`src/rtl/audio_pkg.sv`:
```
// Shared audio types: one signed 32-bit sample and a left/right stereo pair.
// Effect stages downstream import the same types so pairs pass between
// blocks without repacking.
package audio_pkg;

    localparam int unsigned SAMPLE_W = 32;
    localparam int unsigned OVR_W    = 16;

    typedef logic signed [SAMPLE_W-1:0] sample_t;

    typedef struct packed {
        sample_t l;
        sample_t r;
    } stereo_t;

endpackage

```
`src/rtl/audio_in_buffer_if.sv`:
```
// Bus bundle between the codec input buffer and its neighbours.
//   slave  : the buffer side (takes the codec pair, flush and ready; drives the
//            read strobe, the FIFO head, fill level and overrun count)
//   master : the environment side (codec + downstream consumer)
interface audio_in_buffer_if #(
    parameter int unsigned DEPTH = 8
);
    import audio_pkg::*;

    localparam int unsigned CW = $clog2(DEPTH) + 1;

    logic              audio_in_available;
    sample_t           audio_in_L;
    sample_t           audio_in_R;
    logic              read_audio_in;
    logic              flush;
    logic              sample_valid;
    logic              sample_ready;
    sample_t           sample_L;
    sample_t           sample_R;
    logic [CW-1:0]     fill_level;
    logic [OVR_W-1:0]  overrun_cnt;

    modport slave (
        input  audio_in_available, audio_in_L, audio_in_R, flush, sample_ready,
        output read_audio_in, sample_valid, sample_L, sample_R, fill_level, overrun_cnt
    );

    modport master (
        output audio_in_available, audio_in_L, audio_in_R, flush, sample_ready,
        input  read_audio_in, sample_valid, sample_L, sample_R, fill_level, overrun_cnt
    );

endinterface

```
`src/rtl/stereo_fifo_mem.sv`:
```
// DEPTH x stereo pair storage: one synchronous write port, one asynchronous
// read port. Not reset; the owning FIFO's pointers decide which entries count.
//   clk   : write clock
//   we    : write enable
//   waddr : write address
//   wdata : pair to store
//   raddr : read address
//   rdata : pair at raddr (combinational)
module stereo_fifo_mem
    import audio_pkg::*;
#(
    parameter int unsigned DEPTH = 8
) (
    input  logic                        clk,
    input  logic                        we,
    input  logic [$clog2(DEPTH)-1:0]    waddr,
    input  stereo_t                     wdata,
    input  logic [$clog2(DEPTH)-1:0]    raddr,
    output stereo_t                     rdata
);

    stereo_t mem_q [DEPTH];

    // Write port
    always_ff @(posedge clk) begin
        if (we) begin
            mem_q[waddr] <= wdata;
        end
    end

    // First-word-fall-through read
    assign rdata = mem_q[raddr];

endmodule

```
`src/rtl/audio_in_buffer.sv`:
```
// Codec input buffer: pulls stereo pairs from the audio codec with a one-cycle
// read strobe and presents them downstream through a valid/ready FIFO.
//   CLOCK_50 : sole clock
//   reset_n  : asynchronous active-low reset
//   bus      : slave side of audio_in_buffer_if
//              in : audio_in_available, audio_in_L/R, flush, sample_ready
//              out: read_audio_in, sample_valid, sample_L/R, fill_level, overrun_cnt
module audio_in_buffer
    import audio_pkg::*;
#(
    parameter int unsigned  DEPTH   = 8,
    parameter logic [15:0]  SAT_MAX = 16'hFFFF
) (
    input  logic                CLOCK_50,
    input  logic                reset_n,
    audio_in_buffer_if.slave    bus
);

    localparam int unsigned PW = $clog2(DEPTH);
    localparam int unsigned CW = $clog2(DEPTH) + 1;

    logic [PW-1:0]    wr_ptr_q, rd_ptr_q;
    logic [CW-1:0]    count_q;
    logic             rd_strobe_q;
    logic             valid_q;
    logic [OVR_W-1:0] ovr_q;

    logic             full_c, write_c, read_c, blocked_c;
    logic [CW-1:0]    count_nxt_c;
    logic [OVR_W-1:0] ovr_nxt_c;
    stereo_t          wdata_c, head_c;

    // Write/read qualification, next count and overrun counter
    always_comb begin
        full_c      = 1'b0;
        write_c     = 1'b0;
        read_c      = 1'b0;
        blocked_c   = 1'b0;
        count_nxt_c = count_q;
        ovr_nxt_c   = ovr_q;
        wdata_c     = '{l: bus.audio_in_L, r: bus.audio_in_R};

        full_c    = (count_q == CW'(DEPTH));
        // A pending strobe means the codec has not yet retired this pair,
        // so the cycle right after a write is never eligible.
        write_c   = bus.audio_in_available & ~rd_strobe_q & ~full_c & ~bus.flush;
        blocked_c = bus.audio_in_available & ~rd_strobe_q &  full_c & ~bus.flush;
        read_c    = valid_q & bus.sample_ready & ~bus.flush;

        if (bus.flush) begin
            count_nxt_c = '0;
        end else if (write_c && !read_c) begin
            count_nxt_c = count_q + CW'(1);
        end else if (read_c && !write_c) begin
            count_nxt_c = count_q - CW'(1);
        end

        if (blocked_c && (ovr_q != SAT_MAX)) begin
            ovr_nxt_c = ovr_q + OVR_W'(1);
        end
    end

    // Pointers, count, strobe and counter state
    always_ff @(posedge CLOCK_50 or negedge reset_n) begin
        if (!reset_n) begin
            wr_ptr_q    <= '0;
            rd_ptr_q    <= '0;
            count_q     <= '0;
            valid_q     <= 1'b0;
            rd_strobe_q <= 1'b0;
            ovr_q       <= '0;
        end else begin
            count_q     <= count_nxt_c;
            valid_q     <= (count_nxt_c != '0);
            rd_strobe_q <= write_c;
            ovr_q       <= ovr_nxt_c;
            if (bus.flush) begin
                wr_ptr_q <= '0;
                rd_ptr_q <= '0;
            end else begin
                // DEPTH is a power of two, so pointers wrap by overflow
                if (write_c) wr_ptr_q <= wr_ptr_q + PW'(1);
                if (read_c)  rd_ptr_q <= rd_ptr_q + PW'(1);
            end
        end
    end

    stereo_fifo_mem #(
        .DEPTH (DEPTH)
    ) u_mem (
        .clk   (CLOCK_50),
        .we    (write_c),
        .waddr (wr_ptr_q),
        .wdata (wdata_c),
        .raddr (rd_ptr_q),
        .rdata (head_c)
    );

    assign bus.read_audio_in = rd_strobe_q;
    assign bus.sample_valid  = valid_q;
    assign bus.sample_L      = head_c.l;
    assign bus.sample_R      = head_c.r;
    assign bus.fill_level    = count_q;
    assign bus.overrun_cnt   = ovr_q;

endmodule

```
`src/flat_wrapper.sv`:
```
// flat-port wrapper written by rule: the top's interface ports become plain ports
module audio_in_buffer_flat import audio_pkg::*;
#(
    parameter int unsigned  DEPTH   = 8,
    parameter logic [15:0]  SAT_MAX = 16'hFFFF
)
  (CLOCK_50, reset_n, bus_audio_in_available, bus_audio_in_L, bus_audio_in_R, bus_flush, bus_sample_ready, bus_read_audio_in, bus_sample_valid, bus_sample_L, bus_sample_R, bus_fill_level, bus_overrun_cnt);
  audio_in_buffer_if #(.DEPTH(DEPTH)) bus_i ();
  input  logic CLOCK_50;
  input  logic reset_n;
  input wire logic [$bits(bus_i.audio_in_available)-1:0] bus_audio_in_available;
  input wire logic [$bits(bus_i.audio_in_L)-1:0] bus_audio_in_L;
  input wire logic [$bits(bus_i.audio_in_R)-1:0] bus_audio_in_R;
  input wire logic [$bits(bus_i.flush)-1:0] bus_flush;
  input wire logic [$bits(bus_i.sample_ready)-1:0] bus_sample_ready;
  output wire logic [$bits(bus_i.read_audio_in)-1:0] bus_read_audio_in;
  output wire logic [$bits(bus_i.sample_valid)-1:0] bus_sample_valid;
  output wire logic [$bits(bus_i.sample_L)-1:0] bus_sample_L;
  output wire logic [$bits(bus_i.sample_R)-1:0] bus_sample_R;
  output wire logic [$bits(bus_i.fill_level)-1:0] bus_fill_level;
  output wire logic [$bits(bus_i.overrun_cnt)-1:0] bus_overrun_cnt;
  assign bus_i.audio_in_available = bus_audio_in_available;
  assign bus_i.audio_in_L = bus_audio_in_L;
  assign bus_i.audio_in_R = bus_audio_in_R;
  assign bus_i.flush = bus_flush;
  assign bus_i.sample_ready = bus_sample_ready;
  assign bus_read_audio_in = bus_i.read_audio_in;
  assign bus_sample_valid = bus_i.sample_valid;
  assign bus_sample_L = bus_i.sample_L;
  assign bus_sample_R = bus_i.sample_R;
  assign bus_fill_level = bus_i.fill_level;
  assign bus_overrun_cnt = bus_i.overrun_cnt;
  audio_in_buffer #(.DEPTH(DEPTH), .SAT_MAX(SAT_MAX)) u_core (.CLOCK_50(CLOCK_50), .reset_n(reset_n), .bus(bus_i));
endmodule
```
`config.mk`:
```
export PLATFORM = sky130hd
export DESIGN_NAME = audio_in_buffer_flat
export DESIGN_NICKNAME = d
export VERILOG_FILES = /design/src/rtl/audio_pkg.sv /design/src/rtl/audio_in_buffer_if.sv /design/src/rtl/stereo_fifo_mem.sv /design/src/rtl/audio_in_buffer.sv /design/src/flat_wrapper.sv
export SDC_FILE = /design/constraint.sdc
export NUM_CORES = 1
export LEC_CHECK = 0
export ABC_AREA = 1
export CAP_MARGIN = 5
export CORE_MARGIN = 2
export CORE_UTILIZATION = 30
export CTS_CLUSTER_DIAMETER = 30
export DETAILED_ROUTE_END_ITERATION = 10
export DONT_BUFFER_PORTS = 1
export SYNTH_ARGS = -nofsm -noshare
export SYNTH_HDL_FRONTEND = slang
export SYNTH_SLANG_ARGS = --single-unit
```
`constraint.sdc`:
```
create_clock -name CLOCK_50 -period 8.28 [get_ports CLOCK_50]
set_input_delay 1.656 -clock CLOCK_50 [delete_from_list [all_inputs] [get_ports CLOCK_50]]
set_output_delay 1.656 -clock CLOCK_50 [all_outputs]
set_load 0.01 [all_outputs]
```
; Yosys cells after proc, flatten, opt, wreduce, memory -nomap -nowiden
; Memories as Yosys holds them, arrays and structs flattened.
; Index checks and enable logic that the tools add are counted.
[op_classes]
add_sub_neg = 5
n_eq_ne = 2
n_mux = 9
n_bitwise = 10
reduce_logical = 8
[ops]
columns = cell, count
row1 = "16-bit by 1-bit adder with 16-bit output, second input constant", 1
row2 = "16-bit != test, second input constant", 1
row3 = 3-bit two-way mux, 4
row4 = 4-bit two-way mux, 3
row5 = 1-bit AND, 7
row6 = "3-bit by 1-bit adder with 3-bit output, second input constant", 2
row7 = "4-bit by 1-bit adder with 4-bit output, second input constant", 1
row8 = "4-bit equality test, second input constant", 1
row9 = 2-bit nonzero test, 2
row10 = 4-bit nonzero test, 1
row11 = "4-bit by 1-bit subtractor with 4-bit output, second input constant", 1
row12 = 1-bit logical AND, 3
row13 = 1-bit inverter, 3
row14 = 1-bit logical NOT, 2
row15 = 1-bit two-way mux, 2
[word_totals]
reg_bits = 28
ramBits = 512
memories = 1
[memory_table]
columns = name, depth, width, read_ports, rd_clocked_by_memory_dff, wr, line
row1 = u_core.u_mem.mem_q, 8, 64, 1, 0, 1, stereo_fifo_mem.sv:22  ; stereo_t mem_q [DEPTH];

; Longest topological paths before layout
; Gate-level depths: netlist (run 1).
[depth]
ltp_word = 10
mapped_depth = 10
mapped_depth_nobuf = 10

; Modules after synthesis
; A second synthesis (run 1) with hierarchy kept.
[hier_totals]
hier_cells = 2425
area_unflattened_um2 = 23965.5
[modules_own_cells]
columns = mod, instances, cells_per_inst, area_each_um2
row1 = stereo_fifo_mem, 1, 2230, 22376.5
row2 = audio_in_buffer, 1, 195, 1589.0

; Least setup slack after synthesis (run 1)
; Ideal clock, no wire load.
[synth_timing]
path_type = input-to-reg
from = in bus_audio_in_available
to = mem u_core.u_mem.mem_q[0][0] (netlist bit) (enable)
setup_time_ns = 0.486
arrival_time_ns = 5.027
path_slack_ns = 2.767
cell_stages = 6
n_path_buf = 0
path_cell_list = inv_1 > nor2_1 > nand2_1 > nor2_2 > nand2_1 > nor2_1
[synth_via]
elab_chain_cells = 5
[synth_rtl]
columns = element, line
row1 = from (decl), flat_wrapper.sv:11  ; input wire logic [$bits(bus_i.audio_in_available)-1:0] bus_audio_in_available;
row2 = 1-bit AND (3 in a row), audio_in_buffer.sv:46  ; write_c = bus.audio_in_available & ~rd_strobe_q & ~full_c & ~bus.flush;
row3 = net u_core.u_mem.we, stereo_fifo_mem.sv:15  ; input logic we,
row4 = 1-bit two-way mux, stereo_fifo_mem.sv:26  ; if (we) begin
row5 = 1-bit two-way mux (implied by the code), stereo_fifo_mem.sv:27  ; mem_q[waddr] <= wdata;
row6 = to (decl), stereo_fifo_mem.sv:22
; The timed path passes the listed nets, and every way through them passes these cells.

; Worst setup path after layout (run 1)
[layout_timing]
from = reg u_core.rd_ptr_q[0]
to = out bus_sample_L[4]
[layout_via]
elab_chain_cells = 1
[layout_rtl]
columns = element, line
row1 = from (decl), audio_in_buffer.sv:22  ; logic [PW-1:0] wr_ptr_q, rd_ptr_q;
row2 = from (signal assigned), audio_in_buffer.sv:83  ; if (read_c) rd_ptr_q <= rd_ptr_q + PW'(1);
row3 = memory read 8 x 64 bit, n/a
row4 = to (decl), flat_wrapper.sv:18  ; output wire logic [$bits(bus_i.sample_L)-1:0] bus_sample_L;
; Every way passes these cells.

==> results of run 1 <==
-- report_power, final --
part / total [uW] / internal, uW / switching [uW]
combinational: 716 / 208 / 508
sequential: 3140 / 3060 / 77.6
clock: 4810 / 3230 / 1570
-- critical path: cells and delay by family, from the launching register on --
kind	cells	cell delay [ns]
buf+inv	2	1.43
flops	1	0.72
simple gates	3	0.35
compound gates	1	0.28
-- routing by layer --
layer	part of all wire, %	global-route usage [%]	up-vias	wire length (um)
met5	0	0	-	0
met4	2.6	5.25	0	1330
met3	6.7	4.05	108	3430
met2	49	23.2	375	25200
met1	42	16.4	6533	21400
li1	-	-	6159	-
-- worst max-delay path by stage --
stage                                 to  slack (ns)                   start
4_1_cts                  bus_sample_R[7]        2.86      u_core.rd_ptr_q[0]
2_1_floorplan   u_core.u_mem.mem_q[0][0]        2.77  bus_audio_in_available
5_1_grt                  bus_sample_L[5]        2.74      u_core.rd_ptr_q[0]
6_report                 bus_sample_L[4]        3.04      u_core.rd_ptr_q[0]
3_3_place_gp             bus_sample_R[7]        3.54      u_core.rd_ptr_q[0]
3_5_place_dp   u_core.u_mem.mem_q[7][57]        3.52  bus_audio_in_available
-- sequential cells by signal (all words and copies together) (netlist names) --
register,flops
u_core.rd_ptr_q,3
u_core.bus.fill_level,4
u_core.bus.read_audio_in,1
u_core.wr_ptr_q,3
u_core.u_mem.mem_q,512
u_core.bus.overrun_cnt,16
u_core.bus.sample_valid,1
-- cells in the final DEF, fill, tap and decap left out, types with 9 or more instances in the layout --
cell and instances:
o32ai_1 128, edfxtp_1 512, clkinv_2 17, buf_4 16, o21ai_0 135, xor2_1 12, clkinv_1 9, dfrtp_1 25
inv_6 21, clkinvlp_4 16, bufinv_16 21, clkinv_4 12, clkbuf_16 115, nor2_1 407, nand2_1 262, nand3_1 18
inv_1 26
-- logic make-up (layout without fill, tap and decap cells) --
family	Yosys count	after routing	share of synthesized area, %
buf+inv	128	265	3.17
fa+ha+maj	5	5	0.291
compound gates	269	269	8.52
flops	540	540	74.8
simple gates	709	709	12.7
xor+xnor	13	13	0.530
-- through the flow --
step	instance area, um2	cells	utilization [%]	power [uW]	worst slack (ns)
2_1_floorplan	21500	1664	-	3770	2.77
3_3_place_gp	22300	2532	31.3	3910	3.54
3_5_place_dp	22300	2532	31.3	3920	3.52
4_1_cts	26500	2751	37.2	8760	2.86
5_1_grt	26500	2751	37.2	8980	2.74
6_report	26500	2751	37.2	8670	3.04
-- layout make-up --
type | count | area (um2) | area share (%)
clock buffer | 120 | 2900 | 10.9
inverter | 29 | 118 | 0.444
timing repair buffer | 17 | 140 | 0.529
clock inverter | 99 | 1260 | 4.75
sequential | 540 | 16100 | 60.8
multi-input combinational | 996 | 4780 | 18.1
tap | 950 | 1190 | 4.49
==> metrics.md, run 1 <==
| Metric | Value |
|---|---|
| Result of the run | finished, final reports clean |
| Pleak | 0.00916 uW |
| Slew @ Worst Pin | 1.06 ns |
| TritonCTS clock tree | done |
| Ys async rst share | 5.19% |
| Max VDD drop | 0.174 mV |
| Max-cap violations | 0 |
| Wire per inst | 18.7 um |
| Hold_ws | 0.580 ns |
| Fmax | 191 MHz |
| Crit-path slowest cell | buf_4 |
| TritonCTS Buffers | 115 |
| Critical path's most frequent cell | nand2_1 |
| Synth top area share | 71.6% |
| ANT nets after route | 0 |
| Area Overhead vs Synth | 23.2% |
| Clock Skew | 0.0212 ns |
| P per Cell Area | 327 nW/um2 |
| Hold depth | 1 |
| Mapped Nets | 1738 |
| First-pass GRT wire length | 77.9 mm |
| GR Util All Layers | 13.7% |
| Die width | 272 um |
| Most frequent cell after synthesis | edfxtp_1 |
| Vias post-DR | 13.2k |
| Reg-to-reg startpoint | u_core.bus.fill_level[0] |
| WHS Endpoint | u_core.bus.overrun_cnt[12] |
| Number of remaining DRC errors | 0 |
| Post-cts sizing count | 0 |
| Worst r2r path cells | 8 |
| H-tree depth | 3 |
| Area leader, netlist | edfxtp_1 |
| Core Box Area | 71200 um2 |
| Share of layout cells above drive strength 1 | 13.2% |
| Die area | 73800 um2 |
| Clock period minus worst slack | 5.24 ns |
| Unrepaired setup endpoints after global routing | false |
| Setup bufs post-CTS | 0 |
| Synth top cells by count | edfxtp_1, nor2_1, nand2_1 |
| Synth warn | 0 |
| Clock sinks | 540 |
| Worst EP required | 6.62 ns |
| Gpl congestion | 0.747 |
| Hold-fix buffers, CTS | 0 |
| Setup TNS Final | 0 ns |
| Clock Latency Late Sink | 0.66 ns |
| Synth area leaders | edfxtp_1, nor2_1, o32ai_1 |
| Final hold vios | 0 |
| R2r setup slk | 4.64 ns |
| Ys flop type | edfxtp_1 |
| Crit path largest cell delay | 0.75 ns |
| Critical Path End Type | primary output |
| Die height | 272 um |
| DRT Wirelength | 51.4 mm |
| Sequential share of the synthesized area | 74.8% |
| Largest net degree at the start of global routing | 207 |
| Min-delay src | u_core.bus.overrun_cnt[12] |
| Tcrit/Tclk final | 63.3% |
| Ant diodes | 0 |
| CP Data Arrival Time | 3.58 ns |
| Number of port buffers | 0 |
| Cell Rows | 98 |
| Hpwl dp | 27.3 mm |
| FILL cells | 6685 |
| CP cell instances | inv_8 -> buf_4 -> nor2_1 -> o32ai_1 -> nand2_1 -> nand2_1 |
| Critical R2R Capture | u_core.u_mem.mem_q[7][45] |
| Number of flops mapped to enable cells by yosys | 512 |
| WS Path Type | flip-flop to primary output |
| Worst Hold Class | flip-flop to flip-flop |
| GRT overflow | 0 |
| CP max FO | 131 |
| Cell area after synthesis | 21500 um2 |
| Startpoint Class | flip-flop |
| Worst-path clk slew | 0.04 ns |
| Longest Clk Path Bufs | 3 |
| Max Slew Vio Count | 0 |
| Slew HR | 29.3% |
| Detailed router's first-iteration violation count | 1072 |
| Via density | 4.79 |
| Synth cell types | 28 |
| Seq cells post-synth | 540 |
| Synthesized area per cell | 12.9 um2 |
| Initial antenna violation count | 0 |
| Initial core utilization | 30.2% |
| Root buf cell | clkbuf_16 |
| Post-Synthesis Cells | 1664 |
| Vias in the first global route | 13.1k |
| Final setup violation count | 0 |
| Nets | 1773 |
| TritonRoute pass-1 iters | 7 |
| Io pins | 155 |
Power figures use the tool's default switching activity.
==> run 2: changes to the inputs <==
- clock period: 8.28 -> 4.42 ns (I/O delays scaled with it)
==> metrics.md, run 2 (synthesized netlist as in run 1, its figures left out) <==
| Metric | Value |
|---|---|
| Final setup violation count | 0 |
| Initial antenna violation count | 1 |
| Vias post-DR | 13.3k |
| TritonRoute pass-1 iters | 5 |
| Max-cap violations | 0 |
| Core Box Area | 71200 um2 |
| CP max FO | 172 |
| Worst Path Buf+Inv | 1 |
| ANT nets after route | 0 |
| Io pins | 155 |
| GR Util All Layers | 14.0% |
| Ant diodes | 0 |
| Hpwl dp | 28.1 mm |
| Vias in the first global route | 13.3k |
| Number of port buffers | 0 |
| Die area | 73800 um2 |
| Max reg flops | 512 |
| TritonCTS Buffers | 107 |
| Wire per inst | 19.1 um |
| Met2 global-route usage | 22.9% |
| Worst EP required | 3.54 ns |
| Commonest non-fill, non-tap cells in the layout | edfxtp_1, nor2_1, nand2_1 |
| Tcrit/Tclk final | 84.2% |
| Multi-input gate area | 4780 um2 |
| FILL cells | 6627 |
| Clock Latency Late Sink | 0.66 ns |
| Worst-path clk slew | 0.04 ns |
| WS Path Type | flip-flop to primary output |
| DRT Wirelength | 52.4 mm |
| CP Launch Point | u_core.rd_ptr_q[0] |
| Top delay family on crit path | flip-flops |
| Critical path's most frequent cell | nand2_1 |
| Detailed router's first-iteration violation count | 1127 |
| Pleak | 0.00904 uW |
| R2r setup slk | 1.66 ns |
| CP Data Arrival Time | 2.84 ns |
| TritonCTS clock tree | done |
| Die width | 272 um |
| Clock Skew | 0.0245 ns |
| Most flops, register | u_core.u_mem.mem_q |
| Root buf cell | clkbuf_16 |
| Met1 Use GR | 17.1% |
| Startpoint Class | flip-flop |
| Slew HR | 34.7% |
| Fmax | 269 MHz |
| Cell Rows | 98 |
| M3 GR Usage | 5.26% |
| H-tree depth | 3 |
| Longest Clk Path Bufs | 3 |
| Worst Hold Class | input port to asynchronous set/reset pin |
| Final worst slack | 0.697 ns |
| Reg-to-reg startpoint | u_core.bus.fill_level[0] |
| First-pass GRT wire length | 80.2 mm |
| Clock sinks | 540 |
| CP cell instances | buf_12 -> nor2_1 -> o32ai_1 -> nand2_1 -> nand2_1 |
| Via density | 4.84 |
| Most common cell after layout, fill and taps aside | edfxtp_1 |
| Crit path largest cell delay | 0.67 ns |
| Setup TNS Final | 0 ns |
| Area Overhead vs Synth | 22.6% |
| Setup bufs post-CTS | 0 |
| Reg area | 16100 um2 |
| Result of the run | finished, final reports clean |
| Max Slew Vio Count | 0 |
| Crit-path slowest cell | dfrtp_4 |
| Max VDD drop | 0.317 mV |
| P per Cell Area | 593 nW/um2 |
| Number of remaining DRC errors | 0 |
| Critical Path End Type | primary output |
| Gpl congestion | 0.734 |
| Clock period minus worst slack | 3.72 ns |
| Nets | 1772 |
| Share of layout cells above drive strength 1 | 12.3% |
| Unrepaired setup endpoints after global routing | false |
| Die height | 272 um |
| Post-place setup slack | 1.32 ns |
| Initial core utilization | 30.2% |
| GRT overflow | 0 |
| GRT busiest layer | met2 |
| Slew @ Worst Pin | 0.980 ns |
| Largest net degree at the start of global routing | 173 |
| Final hold vios | 0 |
[run 2: power by group]
part | total, uW | switching (uW) | internal (uW)
combinational | 1430 | 1010 | 417
clock | 8320 | 2820 | 5500
sequential | 5880 | 138 | 5740
total | 15600 | 3970 | 11700
[run 2: timing repair]
item / 4_1_cts / 5_1_grt
hold buffers: 1 / 0
hold endpoints to repair: 28 / 0
resized for setup: 0 / 0
[run 2: final cells by class]
cell class	instances	share of cell area, %
inverter	29	0.432
tap	950	4.51
sequential	540	61.1
clock buffer	118	10.3
timing repair buffer	24	1.30
clock inverter	83	4.20
multi-input combinational	996	18.2
[run 2: path summary, 6_finish.rpt]
kind,endpoint,cells past startpoint
setup / recovery,bus_sample_R[26],5
hold / removal,u_core.bus.overrun_cnt[4],1
setup reg to reg,u_core.u_mem.mem_q[4][31],8
hold reg to reg,u_core.bus.overrun_cnt[12],1
max in group asynchronous,u_core.rd_ptr_q[0],1
min in group CLOCK_50,u_core.u_mem.mem_q[0][53],0
[run 2: worst reg2reg max path, delay by kind of cell, from the launching register on]
family | cells | cell delay (ns)
AND/OR/NAND/NOR | 5 | 0.98
adder cells (fa/ha/maj) | 1 | 0.27
buffers and inverters | 2 | 0.59
flip-flops | 1 | 0.51
[run 2: routing by layer]
| metal | vias to the layer above | routed length, um |
|---|---|---|
| li1 | 6132 | - |
| met2 | 430 | 25300 |
| met5 | - | 0 |
| met3 | 82 | 4560 |
| met4 | 0 | 952 |
| met1 | 6629 | 21600 |
[run 2: through the flow]
stage	hold slack (ns)	power (uW)	util, %	instance area, um2	std cells
global route	0.0499	16200	37.0	26300	2740
finish	0.0644	15600	37.0	26300	2740
detailed placement	0.573	7420	31.6	22500	2538
global placement	0.553	7400	31.6	22500	2538
CTS	0.0390	15800	37.0	26300	2740
floorplan	0.538	7060	-	21500	1664
==> run 3: changes to the inputs <==
- clock period: 4.42 -> 3.7 ns (I/O delays scaled with it)
==> metrics.md, run 3 (synthesized netlist as in run 1, its figures left out) <==
| Metric | Value |
|---|---|
| Met2 global-route usage | 22.5% |
| Worst-path clk slew | 0.05 ns |
| Initial antenna violation count | 0 |
| Die area | 73800 um2 |
| Die height | 272 um |
| Placed insts | 2543 |
| Hpwl dp | 28.4 mm |
| H-tree depth | 3 |
| Most flops, register | u_core.u_mem.mem_q |
| First-pass GRT wire length | 78.2 mm |
| Initial core utilization | 30.2% |
| TritonCTS Buffers | 94 |
| Cell Rows | 98 |
| Fin cells | 2723 |
| Slew @ Worst Pin | 0.944 ns |
| Tcrit/Tclk final | 91.6% |
| GRT overflow | 0 |
| Vias in the first global route | 13.3k |
| Longest Clk Path Bufs | 3 |
| Reg-to-reg startpoint | u_core.bus.fill_level[0] |
| CP cell instances | buf_12 -> o21ai_0 -> o32ai_1 -> nand2_1 -> nand2_1 |
| Detailed router's first-iteration violation count | 989 |
| Critical path's most frequent cell | nand2_1 |
| Met1 Use GR | 16.9% |
| Final setup violation count | 0 |
| Largest net degree at the start of global routing | 169 |
| Top delay family on crit path | flip-flops |
| Max reg flops | 512 |
| Post-place setup slack | 0.818 ns |
| Worst Hold Class | input port to flip-flop |
| Number of remaining DRC errors | 0 |
| Final hold vios | 0 |
| Most common cell after layout, fill and taps aside | edfxtp_1 |
| WS Path Type | flip-flop to primary output |
| Max-cap violations | 0 |
| Vias post-DR | 13.2k |
| CP Launch Point | u_core.rd_ptr_q[1] |
| Result of the run | finished, final reports clean |
| Root buf cell | clkbuf_16 |
| Final worst slack | 0.309 ns |
| Number of port buffers | 0 |
| M3 GR Usage | 4.87% |
| TritonRoute pass-1 iters | 5 |
| Max Slew Vio Count | 0 |
| Startpoint Class | flip-flop |
| Gpl congestion | 0.723 |
| Pleak | 0.00878 uW |
| Via density | 4.84 |
| Unrepaired setup endpoints after global routing | false |
| Io pins | 155 |
| Crit path largest cell delay | 0.83 ns |
| Slew HR | 37.1% |
| Clock Skew | 0.0141 ns |
| Die width | 272 um |
| FILL cells | 6636 |
| Clock sinks | 540 |
| Area Overhead vs Synth | 19.8% |
| Max VDD drop | 0.327 mV |
| P per Cell Area | 669 nW/um2 |
| Worst EP required | 2.96 ns |
| Critical Path End Type | primary output |
| GRT busiest layer | met2 |
| Clock period minus worst slack | 3.39 ns |
| Nets | 1765 |
| Min-delay src | bus_audio_in_L[26] |
| ANT nets after route | 0 |
| DRT Wirelength | 51.8 mm |
| Commonest non-fill, non-tap cells in the layout | edfxtp_1, nor2_1, nand2_1 |
| Final Util | 36.1% |
| Crit-path slowest cell | dfrtp_4 |
| Core Box Area | 71200 um2 |
| Worst Path Buf+Inv | 1 |
| Share of layout cells above drive strength 1 | 11.3% |
| CP max FO | 77 |
| GR Util All Layers | 13.8% |
| Tot Pwr | 17200 uW |
| TritonCTS clock tree | done |
| CP Data Arrival Time | 2.65 ns |
| Wire per inst | 19.0 um |
| Fmax | 295 MHz |
| Clock Latency Late Sink | 0.62 ns |
run 3: stage by stage:
stage	TNS (ns)	hold WS (ns)	cell area, um2
after CTS	0	0.172	25700
after global routing	0	0.185	25700
final	0	0.211	25700
after detailed placement	0	0.445	22500
after floorplan	-401.84	0.444	21500
after global placement	0	0.445	22500
run 3: what timing repair did:
action,in CTS,in global routing
setup buffers,0,0
hold buffers,2,0
endpoints found under the hold margin,28,0
gates resized for setup,0,0
setup endpoints to repair,0,0
run 3: final timing paths:
kind                                              end  slack (ns)  cells past startpoint
min in group asynchronous  u_core.bus.overrun_cnt[14]        0.56                      2
setup / recovery                     bus_sample_L[26]        0.31                      5
setup reg to reg            u_core.u_mem.mem_q[1][39]        0.89                      8
hold / removal              u_core.u_mem.mem_q[1][58]        0.21                      0
hold reg to reg                    u_core.wr_ptr_q[0]        0.58                      2
max in group asynchronous          u_core.rd_ptr_q[0]        2.95                      2
run 3: per-layer routing:
layer  wire length (um)  up-vias
li1                   -     6127
met1              22000     6660
met2              24500      310
met3               4140       79
met4               1160        0
met5                  0        -
run 3: worst register-to-register path: cells and delay by family, from the launching register on:
family / cells / cell delay [ns]
and+or+nand+nor: 5 / 0.93
adders and majority gates: 1 / 0.26
buffers and inverters: 2 / 0.70
DFF: 1 / 0.49
run 3: final cells by class:
type	instances	area (um2)	area share, %
sequential	540	16100	62.5
clock buffer	106	2480	9.64
inverter	29	114	0.442
multi-input combinational	996	4780	18.6
antenna	1	2.50	0.00972
tap	950	1190	4.62
timing repair buffer	30	365	1.42
clock inverter	71	718	2.79
run 3: report_power, final:
group | internal (uW) | switching [uW]
Combinational | 504 | 1230
Sequential | 6850 | 133
Clock | 5500 | 3000
